===== config.mk =====
export PLATFORM = sky130hd
export DESIGN_NAME = serial_subtractor
export DESIGN_NICKNAME = d
export VERILOG_FILES = /design/src/rtl/serial_sub_pkg.sv /design/src/rtl/full_subtractor.sv /design/src/rtl/serial_subtractor.sv
export SDC_FILE = /design/constraint.sdc
export NUM_CORES = 1
export LEC_CHECK = 0
export ABC_AREA = 1
export ABC_CLOCK_PERIOD_IN_PS = 1600
export CORE_MARGIN = 2
export CORE_UTILIZATION = 33
export DETAILED_ROUTE_END_ITERATION = 16
export PLACE_DENSITY = 0.56
export SLEW_MARGIN = 20
export SYNTH_ARGS = -nofsm -noshare
export SYNTH_HDL_FRONTEND = slang
export SYNTH_HIERARCHICAL = 1
export SYNTH_SLANG_ARGS = --single-unit
export TNS_END_PERCENT = 30

===== constraint.sdc =====
create_clock -name CLK -period 1.6 [get_ports CLK]
set_input_delay 0.32 -clock CLK [delete_from_list [all_inputs] [get_ports CLK]]
set_output_delay 0.32 -clock CLK [all_outputs]
set_load 0.01 [all_outputs]

===== src/rtl/serial_sub_pkg.sv =====
//------------------------------------------------------------------------------
// serial_sub_pkg
// Shared types and helpers for the bit-serial subtractor.
// Revision: 1.0
//------------------------------------------------------------------------------
`default_nettype none

package serial_sub_pkg;

    localparam int DEFAULT_W = 8;

    typedef enum logic [1:0] {
        IDLE  = 2'd0,
        SHIFT = 2'd1,
        FIN   = 2'd2
    } state_t;

    // Smallest r with 2**r >= value; the shift counter runs 0..W-1.
    function automatic int clog2(input int value);
        int r;
        r = 0;
        while ((1 << r) < value) begin
            r = r + 1;
        end
        return r;
    endfunction

endpackage

`default_nettype wire


===== src/rtl/full_subtractor.sv =====
//------------------------------------------------------------------------------
// full_subtractor
// One-bit full-subtractor cell: A - Bi - Bin.
// Revision: 1.0
//------------------------------------------------------------------------------
`default_nettype none

module full_subtractor (
    input  logic A,
    input  logic Bi,
    input  logic Bin,
    output logic Dout,
    output logic Bout
);

    assign Dout = A ^ Bi ^ Bin;
    assign Bout = (~A & Bi) | (~(A ^ Bi) & Bin);

endmodule

`default_nettype wire


===== src/rtl/serial_subtractor.sv =====
//------------------------------------------------------------------------------
// serial_subtractor
// Bit-serial unsigned D = X - Y, LSB first over W cycles, with final borrow.
// Optional signed-overflow output V when SERIAL_SUB_OVF_EN is defined.
// Revision: 1.0
//------------------------------------------------------------------------------
`default_nettype none

module serial_subtractor
    import serial_sub_pkg::*;
#(
    parameter int W = DEFAULT_W
) (
    input  logic         CLK,
    input  logic         RST,
    input  logic         START,
    input  logic [W-1:0] X,
    input  logic [W-1:0] Y,
    output logic         READY,
    output logic         DONE,
    output logic [W-1:0] D,
    output logic         B
`ifdef SERIAL_SUB_OVF_EN
    ,
    output logic         V
`endif
);

    localparam int            CW     = clog2(W);
    localparam logic [CW-1:0] C_LAST = CW'(W - 1);

    state_t          state_q;
    logic [W-1:0]    xr_q;
    logic [W-1:0]    yr_q;
    logic [W-1:0]    d_q;
    logic [W-1:0]    d_d;
    logic [CW-1:0]   count_q;
    logic            borrow_q;
    logic            b_q;
    logic            ready_q;
    logic            done_q;
    logic            w_dout;
    logic            w_bout;

    full_subtractor u_cell (
        .A    (xr_q[0]),
        .Bi   (yr_q[0]),
        .Bin  (borrow_q),
        .Dout (w_dout),
        .Bout (w_bout)
    );

    // Result bits enter at the MSB so the LSB-first stream lands in place after W shifts.
    assign d_d = {w_dout, d_q[W-1:1]};

`ifdef SERIAL_SUB_OVF_EN
    logic xs_q;
    logic ys_q;
    logic v_q;

    always_ff @(posedge CLK) begin
        if (RST) begin
            xs_q <= 1'b0;
            ys_q <= 1'b0;
            v_q  <= 1'b0;
        end else if (state_q == IDLE && START) begin
            xs_q <= X[W-1];
            ys_q <= Y[W-1];
        end else if (state_q == SHIFT && count_q == C_LAST) begin
            // w_dout here is the final MSB of the difference.
            v_q <= (xs_q ^ ys_q) & (w_dout ^ xs_q);
        end
    end

    assign V = v_q;
`endif

    always_ff @(posedge CLK) begin
        if (RST) begin
            state_q  <= IDLE;
            xr_q     <= '0;
            yr_q     <= '0;
            d_q      <= '0;
            count_q  <= '0;
            borrow_q <= 1'b0;
            b_q      <= 1'b0;
            ready_q  <= 1'b1;
            done_q   <= 1'b0;
        end else begin
            case (state_q)
                IDLE: begin
                    if (START) begin
                        xr_q     <= X;
                        yr_q     <= Y;
                        borrow_q <= 1'b0;
                        count_q  <= '0;
                        ready_q  <= 1'b0;
                        state_q  <= SHIFT;
                    end
                end
                SHIFT: begin
                    xr_q     <= {1'b0, xr_q[W-1:1]};
                    yr_q     <= {1'b0, yr_q[W-1:1]};
                    d_q      <= d_d;
                    borrow_q <= w_bout;
                    count_q  <= count_q + 1'b1;
                    if (count_q == C_LAST) begin
                        b_q     <= w_bout;
                        done_q  <= 1'b1;
                        state_q <= FIN;
                    end
                end
                FIN: begin
                    done_q  <= 1'b0;
                    ready_q <= 1'b1;
                    state_q <= IDLE;
                end
                default: begin
                    done_q  <= 1'b0;
                    ready_q <= 1'b1;
                    state_q <= IDLE;
                end
            endcase
        end
    end

    assign READY = ready_q;
    assign DONE  = done_q;
    assign D     = d_q;
    assign B     = b_q;

endmodule

`default_nettype wire


Yosys cells after proc, flatten, opt, wreduce, memory -nomap -nowiden
Cells that the tools add are included.
{"block": "totals", "regBits": 33, "input_bits": 19, "out_inout_bits": 11, "elab_cells": 44}
{"block": "op_classes", "n_addsub": 1, "eq_ne": 4, "mux": 14, "bitwise": 9, "reduce_logical": 7}
{"cell": "case mux 8 bit (2 select lines)", "count": 2}
{"cell": "2-to-1 mux 8 bit", "count": 2}
{"cell": "AND reduction 2 bit", "count": 5}
{"cell": "case mux 1 bit (2 select lines)", "count": 3}
{"cell": "case mux 3 bit (2 select lines)", "count": 1}
{"cell": "2-to-1 mux 2 bit", "count": 2}
{"cell": "inequality test 2 bit (second input constant)", "count": 2}
{"cell": "NOT 1 bit", "count": 4}
{"cell": "case mux 2 bit (2 select lines)", "count": 1}
{"cell": "adder 3 x 1 -> 3 bit (second input constant)", "count": 1}
{"cell": "equality test 3 bit (second input constant)", "count": 1}
{"cell": "2-to-1 mux 3 bit", "count": 1}
{"cell": "AND 1 bit", "count": 2}
{"cell": "equality test 2 x 1 -> 1 bit (second input constant)", "count": 1}
{"cell": "logical NOT 2 bit", "count": 1}
{"cell": "2-to-1 mux 1 bit", "count": 2}
{"cell": "nonzero test 2 bit", "count": 1}
{"cell": "bitwise XOR 1 bit", "count": 2}
{"cell": "bitwise OR 1 bit", "count": 1}

Logic depth before layout (Yosys ltp)
Gate-level depths: netlist of the first run.
{"block": "logic_depth", "depth_word": 5, "depth_mapped": 8, "ltp_nobuf": 6}

Hierarchy
The synthesis of the first run kept the hierarchy.
{"mod": "serial_subtractor", "instances": 1, "cells_each": 225, "area_per_inst_um2": 1503.9}
{"mod": "full_subtractor", "instances": 1, "cells_each": 4, "area_per_inst_um2": 31.3}

Least setup slack after synthesis of the first run
OpenSTA, ideal clock, no wires.
{"block": "synth_path", "kind": "register to register", "start": "reg yr_q[0]", "end": "reg d_q[7] (netlist: D[7])", "setup_time_ns": 0.116, "arrival_ns": 0.975, "setup_slack_ns": 0.509, "path_stages_with_launch": 5, "path_cell_list": "dfxtp_1 > inv_1 > fa_1 > o21ai_0 > nor2_1"}
{"block": "synth_via", "elab_chain_cells": 2}
{"element": "from (decl)", "line": "serial_subtractor.sv:34", "rtl": "logic [W-1:0] yr_q;"}
{"element": "from (signal assigned)", "line": "serial_subtractor.sv:103", "rtl": "yr_q <= {1'b0, yr_q[W-1:1]};"}
{"element": "bitwise XOR 1 bit (2 in series)", "line": "full_subtractor.sv:16", "rtl": "assign Dout = A ^ Bi ^ Bin;"}
{"element": "net w_dout", "line": "serial_subtractor.sv:42", "rtl": "logic w_dout;"}
{"element": "to (signal assigned)", "line": "serial_subtractor.sv:83", "rtl": "d_q <= '0;"}
{"element": "to (signal assigned)", "line": "serial_subtractor.sv:104", "rtl": "d_q <= d_d;"}
{"element": "to (decl)", "line": "serial_subtractor.sv:35", "rtl": "logic [W-1:0] d_q;"}
The timed path passes the listed nets, and every way through them passes these cells.
A chain may end at the register's enable or synchronous reset.

Worst setup path after layout of the first run
{"block": "layout_path", "start": "reg d_q[7] (netlist: D[7])", "end": "out D[7]"}
{"element": "to (decl)", "line": "serial_subtractor.sv:21", "rtl": "output logic [W-1:0] D,"}
No word-level cell between the ends.

==> results of run 1 <==
## cell usage after synthesis
cell	number	area (um^2)
nand2_4	2	22.5
o21ai_0	12	60.1
buf_6	3	33.8
nand2_1	66	248
buf_2	5	25.0
buf_4	3	22.5
fa_1	1	20.0
dfxtp_1	33	661
ha_1	2	25.0
inv_1	40	150
nor3_1	1	5.00
inv_2	3	11.3
a21oi_1	20	100
nand2_2	1	6.26
nor2_1	34	128
nand4_1	2	12.5
nand3_1	1	5.00
## cells by family after synthesis
group / after synthesis / share of synthesized area
and+or+nand+nor: 107 / 0.278
buffers and inverters: 54 / 0.158
DFF: 33 / 0.430
AOI/OAI and AO/OA: 32 / 0.104
adders and majority gates: 3 / 0.0293
## state kept, by name (all words and copies together), names as in the netlist
| signal | flops |
|---|---|
| B | 1 |
| D | 8 |
| DONE | 1 |
| READY | 1 |
| borrow_q | 1 |
| count_q | 3 |
| state_q | 2 |
| xr_q | 8 |
| yr_q | 8 |
## final timing paths
path | cells after the start | slack [ns] | startpoint | end
hold reg to reg | 2 | 0.47 | yr_q[7] | yr_q[7]
setup reg to reg | 6 | 0.39 | state_q[1] | xr_q[0]
setup / recovery | 1 | 0.08 | D[7] | D[7]
hold / removal | 2 | 0.47 | yr_q[7] | yr_q[7]
## layer usage
layer | wire, um | GRT usage
met2 | 1220 | 0.193
met1 | 1540 | 0.169
met4 | 22 | 0.0377
met3 | 156 | 0.0472
met5 | 0 | 0
## where the power goes
| part | switching [mW] | internal, mW |
|---|---|---|
| logic | 0.164 | 0.149 |
| registers | 0.0277 | 0.882 |
| clock network | 0.294 | 0.389 |
## final cells by class
class                   count  area (um^2)
multi-input cells         142          632
fillers                   463         2470
clock buffers               7         96.3
flip-flops and latches     33          661
inverters                  43          161
repair buffers             32          325
well taps                  52         65.1
clock inverters             1         5.00
==> metrics.md, run 1 <==
| Metric | Value |
|---|---|
| Max clock buf depth | 2 |
| Area delta synth->final | 26.7% |
| Static Leak | approximately 0.94 nW |
| Share of cells above drive strength 1 | 0.0659 |
| Number of diodes | 0 |
| Die Area | ~0.0052 mm^2 |
| Fin Clk Skew | between 0.004 and 0.005 ns |
| Total CTS buffers | 5 |
| # IOs | 30 |
| Seq cells post-synth | 33 |
| Postcts setup bufs | 0 |
| Initial antenna violation count | 0 |
| Num rows | 24 |
| CTS tree | built |
| Layout Cells excl Fill | a little over 300 |
| First-pass GRT wire length | 5200 um |
| Depth of the CTS H-tree | 2 |
| Root Driver | clkbuf_8 |
| Syn Area/Cell | between 6 and 7 um^2 |
| RSZ-0062 raised after global routing | false |
| Tot GR Track Use | 0.127 |
| Critical Path RT | 1.28 ns |
| Most common cell after layout, fill and taps aside | nand2_1 |
| I/O Buffers | 29 |
| Nets | roughly 280 |
| Core area | 0.00441 mm^2 |
| Final Slew Violations | 0 |
| Initial core utilization | 0.348 |
| Placed cell areas | approximately 0.0018 mm^2 |
| Crit path largest cell delay | 0.55 ns |
| CP max stage cell | clkdlybuf4s50_1 |
| Hold Buf Count CTS | 0 |
| CP delay by family, top | buffers and inverters |
| Fin. Hold Viols | 0 |
| Setup Crit Path Kind | reg -> out |
| Crit path arrival time | about 1.2 ns |
| Crit path cell chain | clkdlybuf4s50_1 |
| Period utilization | 0.950 |
| Cell Area, Synth | ~0.0015 mm^2 |
| Placer Congestion | roughly 0.78 |
| Die height | 72.2 um |
| Overall routed net length | around 2900 um |
| Worst skew pair latency | 0.28 ns |
| Most frequent cells in the layout | nand2_1, inv_1, nor2_1 |
| PostCTS Resize Cnt | 0 |
| Fin area | 0.00195 mm^2 |
| Cell total after placement | between 300 and 400 |
| WP buf/inv | 1 |
| Status | finished, final reports clean |
| Tmin final | between 1.5 and 2 ns |
| Critical path launch point type | flip-flop |
| Post-route ant nets | 0 |
| Max cap viols | 0 |
| Vias in the first global route | between 1000 and 1500 |
| Worst-path maximum fanout | 3 |
| Initial DRC count | 73 |
| DRT Pass-1 Iters | 4 |
| Worst slack, placed | -0.0301 ns |
| CP endpoint kind | output port |
| Largest net degree at the start of global routing | 35 |
| Worst hold slack | 0.466 ns |
| Register area share after synthesis | 0.430 |
| Post-route DRC | 0 |
| PwrDens | 979 mW/mm^2 |
| Hpwl dp | around 2000 um |
| Hold crit path type | reg -> reg |
| Die width | 72.2 um |
| Clock Pin Slew Worst Setup and Hold Paths | about 0.07 ns |
| Clock Sinks | 33 |
| Fin util | 0.441 |
| Total power | around 1.9 mW |
| Synth Net Count | 251 |
| Fin worst setup slack | 0.0808 ns |
| Detailed-route vias per instance | roughly 4.3 |
| Total global routing overflow | 0 |
| Max VDD drop | approximately 0.67 mV |
| TNS Setup | 0 ns |
| Synth cell types | 17 |
| Via count | about 1300 |
| Slew headroom | 0.574 |
| # setup viols final | 0 |
| Wire length per cell | 9.47 um |
| YS warnings | 6 |
| Fmax | 658 MHz |
| Post-Syn Instances | 229 |
| Slew @ Worst Pin | roughly 0.64 ns |
No activity file was read; power rests on OpenSTA's default activity.
==> inputs of run 2 (changes only) <==
CAP_MARGIN = 20   (was unset)
CORE_UTILIZATION = 54   (was 33)
PLACE_DENSITY = 0.84   (was 0.56)
==> metrics.md, run 2 (same netlist as run 1, synthesis figures left out) <==
| Metric | Value |
|---|---|
| Status | finished, final reports clean (unchanged) |
| Cell total after placement | 282 (was 302) |
| Critical path launch point type | flip-flop (unchanged) |
| Initial DRC count | 33 (was 73) |
| Period utilization | 0.968 (was 0.950) |
| Fin util | 0.683 (was 0.441) |
| Wire length per cell | 9.73 um (was 9.47 um) |
| Tot GR Track Use | 0.190 (was 0.127) |
| Worst-path maximum fanout | 3 (unchanged) |
| Detailed-route vias per instance | 4.68 (was 4.28) |
| Number of diodes | 0 (unchanged) |
| Overall routed net length | 2820 um (was 2940 um) |
| Postcts setup bufs | 0 (unchanged) |
| WP buf/inv | 1 (unchanged) |
| Placer Congestion | 0.745 (was 0.783) |
| Fin area | 0.00187 mm^2 (was 0.00195 mm^2) |
| Post-route ant nets | 0 (unchanged) |
| Total global routing overflow | 0 (unchanged) |
| CTS tree | built (unchanged) |
| Clock Pin Slew Worst Setup and Hold Paths | 0.09 ns (was 0.07 ns) |
| Nets | 280 (was 279) |
| Vias in the first global route | 1187 (was 1210) |
| Initial core utilization | 0.562 (was 0.348) |
| Die height | 57.3 um (was 72.2 um) |
| Crit path largest cell delay | 0.54 ns (was 0.55 ns) |
| Initial antenna violation count | 0 (unchanged) |
| Crit path cell chain | clkdlybuf4s50_1 (unchanged) |
| DRT Pass-1 Iters | 4 (unchanged) |
| RSZ-0062 raised after global routing | false (unchanged) |
| Hold Buf Count CTS | 0 (unchanged) |
| CP endpoint kind | output port (unchanged) |
| Placed cell areas | 0.00181 mm^2 (was 0.00184 mm^2) |
| Max clock buf depth | 2 (unchanged) |
| Clock Sinks | 33 (unchanged) |
| Area delta synth->final | 21.6% (was 26.7%) |
| Worst hold slack | 0.467 ns (was 0.466 ns) |
| # setup viols final | 0 (unchanged) |
| Share of cells above drive strength 1 | 0.0579 (was 0.0659) |
| Most common cell after layout, fill and taps aside | nand2_1 (unchanged) |
| Via count | 1358 (was 1328) |
| Max VDD drop | 0.662 mV (was 0.672 mV) |
| Hpwl dp | 2010 um (was 2000 um) |
| Layout Cells excl Fill | 290 (was 310) |
| I/O Buffers | 29 (unchanged) |
| Fin. Hold Viols | 0 (unchanged) |
| PwrDens | 887 mW/mm^2 (was 979 mW/mm^2) |
| PostCTS Resize Cnt | 0 (unchanged) |
| Largest net degree at the start of global routing | 35 (unchanged) |
| Max cap viols | 0 (unchanged) |
| Critical Path RT | 1.28 ns (about the same) |
| Core area | 0.00273 mm^2 (was 0.00441 mm^2) |
| Worst skew pair latency | 0.33 ns (was 0.28 ns) |
| Setup Crit Path Kind | reg -> out (unchanged) |
| Slew @ Worst Pin | 0.607 ns (was 0.638 ns) |
| Tmin final | 1.55 ns (was 1.52 ns) |
| Post-route DRC | 0 (unchanged) |
| Fin Clk Skew | 0.00572 ns (was 0.00497 ns) |
| Num rows | 19 (was 24) |
| Static Leak | 0.946 nW (was 0.942 nW) |
| Die width | 57.3 um (was 72.2 um) |
| Die Area | 0.00329 mm^2 (was 0.00521 mm^2) |
| Crit path arrival time | 1.23 ns (was 1.20 ns) |
| Root Driver | clkbuf_4 (was clkbuf_8) |
| Final Slew Violations | 0 (unchanged) |
| Fmax | 645 MHz (was 658 MHz) |
| CP delay by family, top | buffers and inverters (unchanged) |
| Hold crit path type | reg -> reg (unchanged) |
| Slew headroom | 0.595 (was 0.574) |
| Most frequent cells in the layout | nand2_1, inv_1, nor2_1 (unchanged) |
| Depth of the CTS H-tree | 2 (unchanged) |
| Total CTS buffers | 5 (unchanged) |
| CP max stage cell | clkdlybuf4s50_1 (unchanged) |
| Total power | 1.66 mW (was 1.91 mW) |
| # IOs | 30 (unchanged) |
| First-pass GRT wire length | 4840 um (was 5200 um) |
==> run 2: cell types whose count changed in the layout (fill, tap and decap cells not counted), moves of 2 or more <==
cell,before,now
clkbuf_8,7,0
clkbuf_4,0,5
buf_4,2,4
clkbuf_1,0,3
dlymetal6s2s_1,0,2
clkdlybuf4s50_1,29,27
==> run 2: area by class of cell <==
class / count / area [um^2]
tap: 31 / 38.8
fill: 253 / 867
timing repair buffer: 33 / 325
clock buffer: 8 / 48.8
sequential: 33 / 661
inverter: 43 / 161
multi-input combinational: 142 / 632
==> run 2: layer usage <==
layer	track usage	up-vias	part of all wire
li1	-	734	-
met1	0.234	591	0.47
met2	0.317	28	0.46
met3	0.0680	5	0.056
met4	0.0498	0	0.015
met5	0	-	0
==> run 2: power breakdown <==
| group | internal (mW) | leakage [nW] | switching, mW | total, mW |
|---|---|---|---|---|
| combinational | 0.146 | 0.647 | 0.166 | 0.312 |
| sequential | 0.881 | 0.273 | 0.0268 | 0.908 |
| clock | 0.175 | 0.0265 | 0.261 | 0.436 |
==> run 2: worst paths after layout <==
check,slack [ns],cells after the start,end,start
setup / recovery,0.05,1,D[5],D[5]
hold / removal,0.47,2,yr_q[7],yr_q[7]
setup reg to reg,0.32,5,READY,state_q[1]
hold reg to reg,0.47,2,yr_q[7],yr_q[7]
==> run 2: metrics by stage <==
| step | setup slack, ns | TNS, ns |
|---|---|---|
| finish | 0.0506 | 0 |
| global placement | 0.0553 | 0 |
| detailed placement | -0.0130 | -0.0237 |
| CTS | 0.0189 | 0 |
| global route | 0.000712 | 0 |
| floorplan | 0.509 | 0 |
==> run 2: worst min-delay path: cells and delay by family, from the launching register on <==
| kind | cells | cell delay [ns] |
|---|---|---|
| compound gates | 1 | 0.05 |
| simple gates | 1 | 0.06 |
| flops | 1 | 0.32 |
==> inputs of run 3 (changes only) <==
CORE_MARGIN = unset   (was 2)
==> metrics.md, run 3 (same netlist as run 1, synthesis figures left out) <==
| Metric | Value |
|---|---|
| Fmax | 648 MHz (was 645 MHz) |
| Clock Pin Slew Worst Setup and Hold Paths | 0.10 ns (was 0.09 ns) |
| Largest net degree at the start of global routing | 35 (unchanged) |
| Critical Path RT | 1.28 ns (about the same) |
| Worst-path maximum fanout | 3 (unchanged) |
| Share of cells above drive strength 1 | 0.0659 (was 0.0579) |
| Clock Sinks | 33 (unchanged) |
| PwrDens | 926 mW/mm^2 (was 887 mW/mm^2) |
| TNS Setup | 0 ns (unchanged) |
| Hpwl dp | 1900 um (was 2010 um) |
| Number of diodes | 0 (unchanged) |
| Combinational Power Share | 0.176 (was 0.188) |
| Switching fraction of total power | 0.269 (was 0.274) |
| Post-route ant nets | 0 (unchanged) |
| Max clock buf depth | 2 (unchanged) |
| Int Pwr | 1.28 mW (was 1.20 mW) |
| Depth of the CTS H-tree | 2 (unchanged) |
| Layout Cells excl Fill | 288 (was 290) |
| Die width | 55.3 um (was 57.3 um) |
| Crit path largest cell delay | 0.54 ns (about the same) |
| Total global routing overflow | 0 (unchanged) |
| Total power | 1.75 mW (was 1.66 mW) |
| Flop pwr share | 0.520 (was 0.548) |
| CTS tree | built (unchanged) |
| Detailed-route vias per instance | 4.71 (was 4.68) |
| Crit path arrival time | 1.22 ns (was 1.23 ns) |
| Initial core utilization | 0.593 (was 0.562) |
| Crit path cell chain | clkdlybuf4s50_1 (unchanged) |
| Worst skew pair latency | 0.33 ns (about the same) |
| Clock group share of total power | 0.304 (was 0.264) |
| Setup Crit Path Kind | reg -> out (unchanged) |
| Overall routed net length | 2870 um (was 2820 um) |
| Fin. Hold Viols | 0 (unchanged) |
| CP max stage cell | clkdlybuf4s50_1 (unchanged) |
| Fin Clk Skew | 0.00608 ns (was 0.00572 ns) |
| Most common cell after layout, fill and taps aside | nand2_1 (unchanged) |
| Num rows | 18 (was 19) |
| Cell total after placement | 280 (was 282) |
| I/O Buffers | 29 (unchanged) |
| Placed cell areas | 0.00180 mm^2 (was 0.00181 mm^2) |
| Period utilization | 0.964 (was 0.968) |
| Final Slew Violations | 0 (unchanged) |
| Tmin final | 1.54 ns (was 1.55 ns) |
| Wire length per cell | 9.96 um (was 9.73 um) |
| Slew headroom | 0.573 (was 0.595) |
| Area of the multi-input gates | 632 um^2 (unchanged) |
| First-pass GRT wire length | 4910 um (was 4840 um) |
| Area delta synth->final | 22.9% (was 21.6%) |
| Status | finished, final reports clean (unchanged) |
| # IOs | 30 (unchanged) |
| Critical path launch point type | flip-flop (unchanged) |
| DRT Pass-1 Iters | 4 (unchanged) |
| Total CTS buffers | 5 (unchanged) |
| CP endpoint kind | output port (unchanged) |
| Initial DRC count | 30 (was 33) |
| Die Area | 0.00306 mm^2 (was 0.00329 mm^2) |
| Nets | 279 (was 280) |
| Max cap viols | 0 (unchanged) |
| Most frequent cells in the layout | nand2_1, inv_1, nor2_1 (unchanged) |
| Tot GR Track Use | 0.206 (was 0.190) |
| Hold crit path type | reg -> reg (unchanged) |
| Static Leak | 1.00 nW (was 0.946 nW) |
| Fin area | 0.00189 mm^2 (was 0.00187 mm^2) |
| Placer Congestion | 0.755 (was 0.745) |
| Fin util | 0.729 (was 0.683) |
| Die height | 55.3 um (was 57.3 um) |
| Fill cells | 231 (was 253) |
| Postcts setup bufs | 0 (unchanged) |
| Max VDD drop | 0.910 mV (was 0.662 mV) |
| Core area | 0.00259 mm^2 (was 0.00273 mm^2) |
| Post-route DRC | 0 (unchanged) |
| Initial antenna violation count | 0 (unchanged) |
| Slew @ Worst Pin | 0.639 ns (was 0.607 ns) |
| CP delay by family, top | buffers and inverters (unchanged) |
| Register area | 661 um^2 (unchanged) |
| Vias in the first global route | 1204 (was 1187) |
| WP buf/inv | 1 (unchanged) |
| # setup viols final | 0 (unchanged) |
| P_sw | 0.470 mW (was 0.454 mW) |
| Via count | 1357 (was 1358) |
| Root Driver | clkbuf_4 (unchanged) |
run 3: what timing repair did:
item / 4_1_cts / 5_1_grt
setup endpoints to repair: 0 / 5
hold endpoints to repair: 0 / 0
hold buffers: 0 / 0
resized for setup: 0 / 5
run 3: area by class of cell:
| cell class | count | share of cell area |
|---|---|---|
| timing repair buffer | 32 | 0.172 |
| tap | 30 | 0.0199 |
| clock inverter | 1 | 0.00265 |
| inverter | 43 | 0.0855 |
| multi-input combinational | 142 | 0.335 |
| clock buffer | 7 | 0.0345 |
| sequential | 33 | 0.350 |
run 3: final timing paths:
path / from / endpoint / slack [ns] / cells after the start
worst max-delay path: D[3] / D[3] / 0.06 / 1
worst min-delay path: READY / READY / 0.47 / 2
worst max register to register: state_q[0] / yr_q[3] / 0.30 / 5
worst min register to register: READY / READY / 0.47 / 2
run 3: per-stage QoR:
stage,worst slack [ns],hold WS [ns]
global route,-0.00706,0.487
floorplan,0.509,0.439
finish,0.0579,0.467
global placement,0.0315,0.451
detailed placement,-0.0228,0.453
CTS,0.00955,0.467
run 3: power groups by stage:
| stage | clock network, mW | registers (mW) | logic, mW |
|---|---|---|---|
| 2_1_floorplan | 0 | 0.930 | 0.205 |
| 3_3_place_gp | 0 | 0.928 | 0.303 |
| 3_5_place_dp | 0 | 0.929 | 0.308 |
| 4_1_cts | 0.539 | 0.910 | 0.312 |
| 5_1_grt | 0.584 | 0.917 | 0.354 |
| 6_report | 0.531 | 0.909 | 0.307 |
run 3: layer usage:
layer	vias to the layer above	track usage	wire length [um]	share of wire
met4	0	0.129	64	0.022
met1	592	0.250	1390	0.49
met2	26	0.327	1300	0.45
met3	8	0.0515	105	0.037
li1	731	-	-	-
met5	-	0	0	0
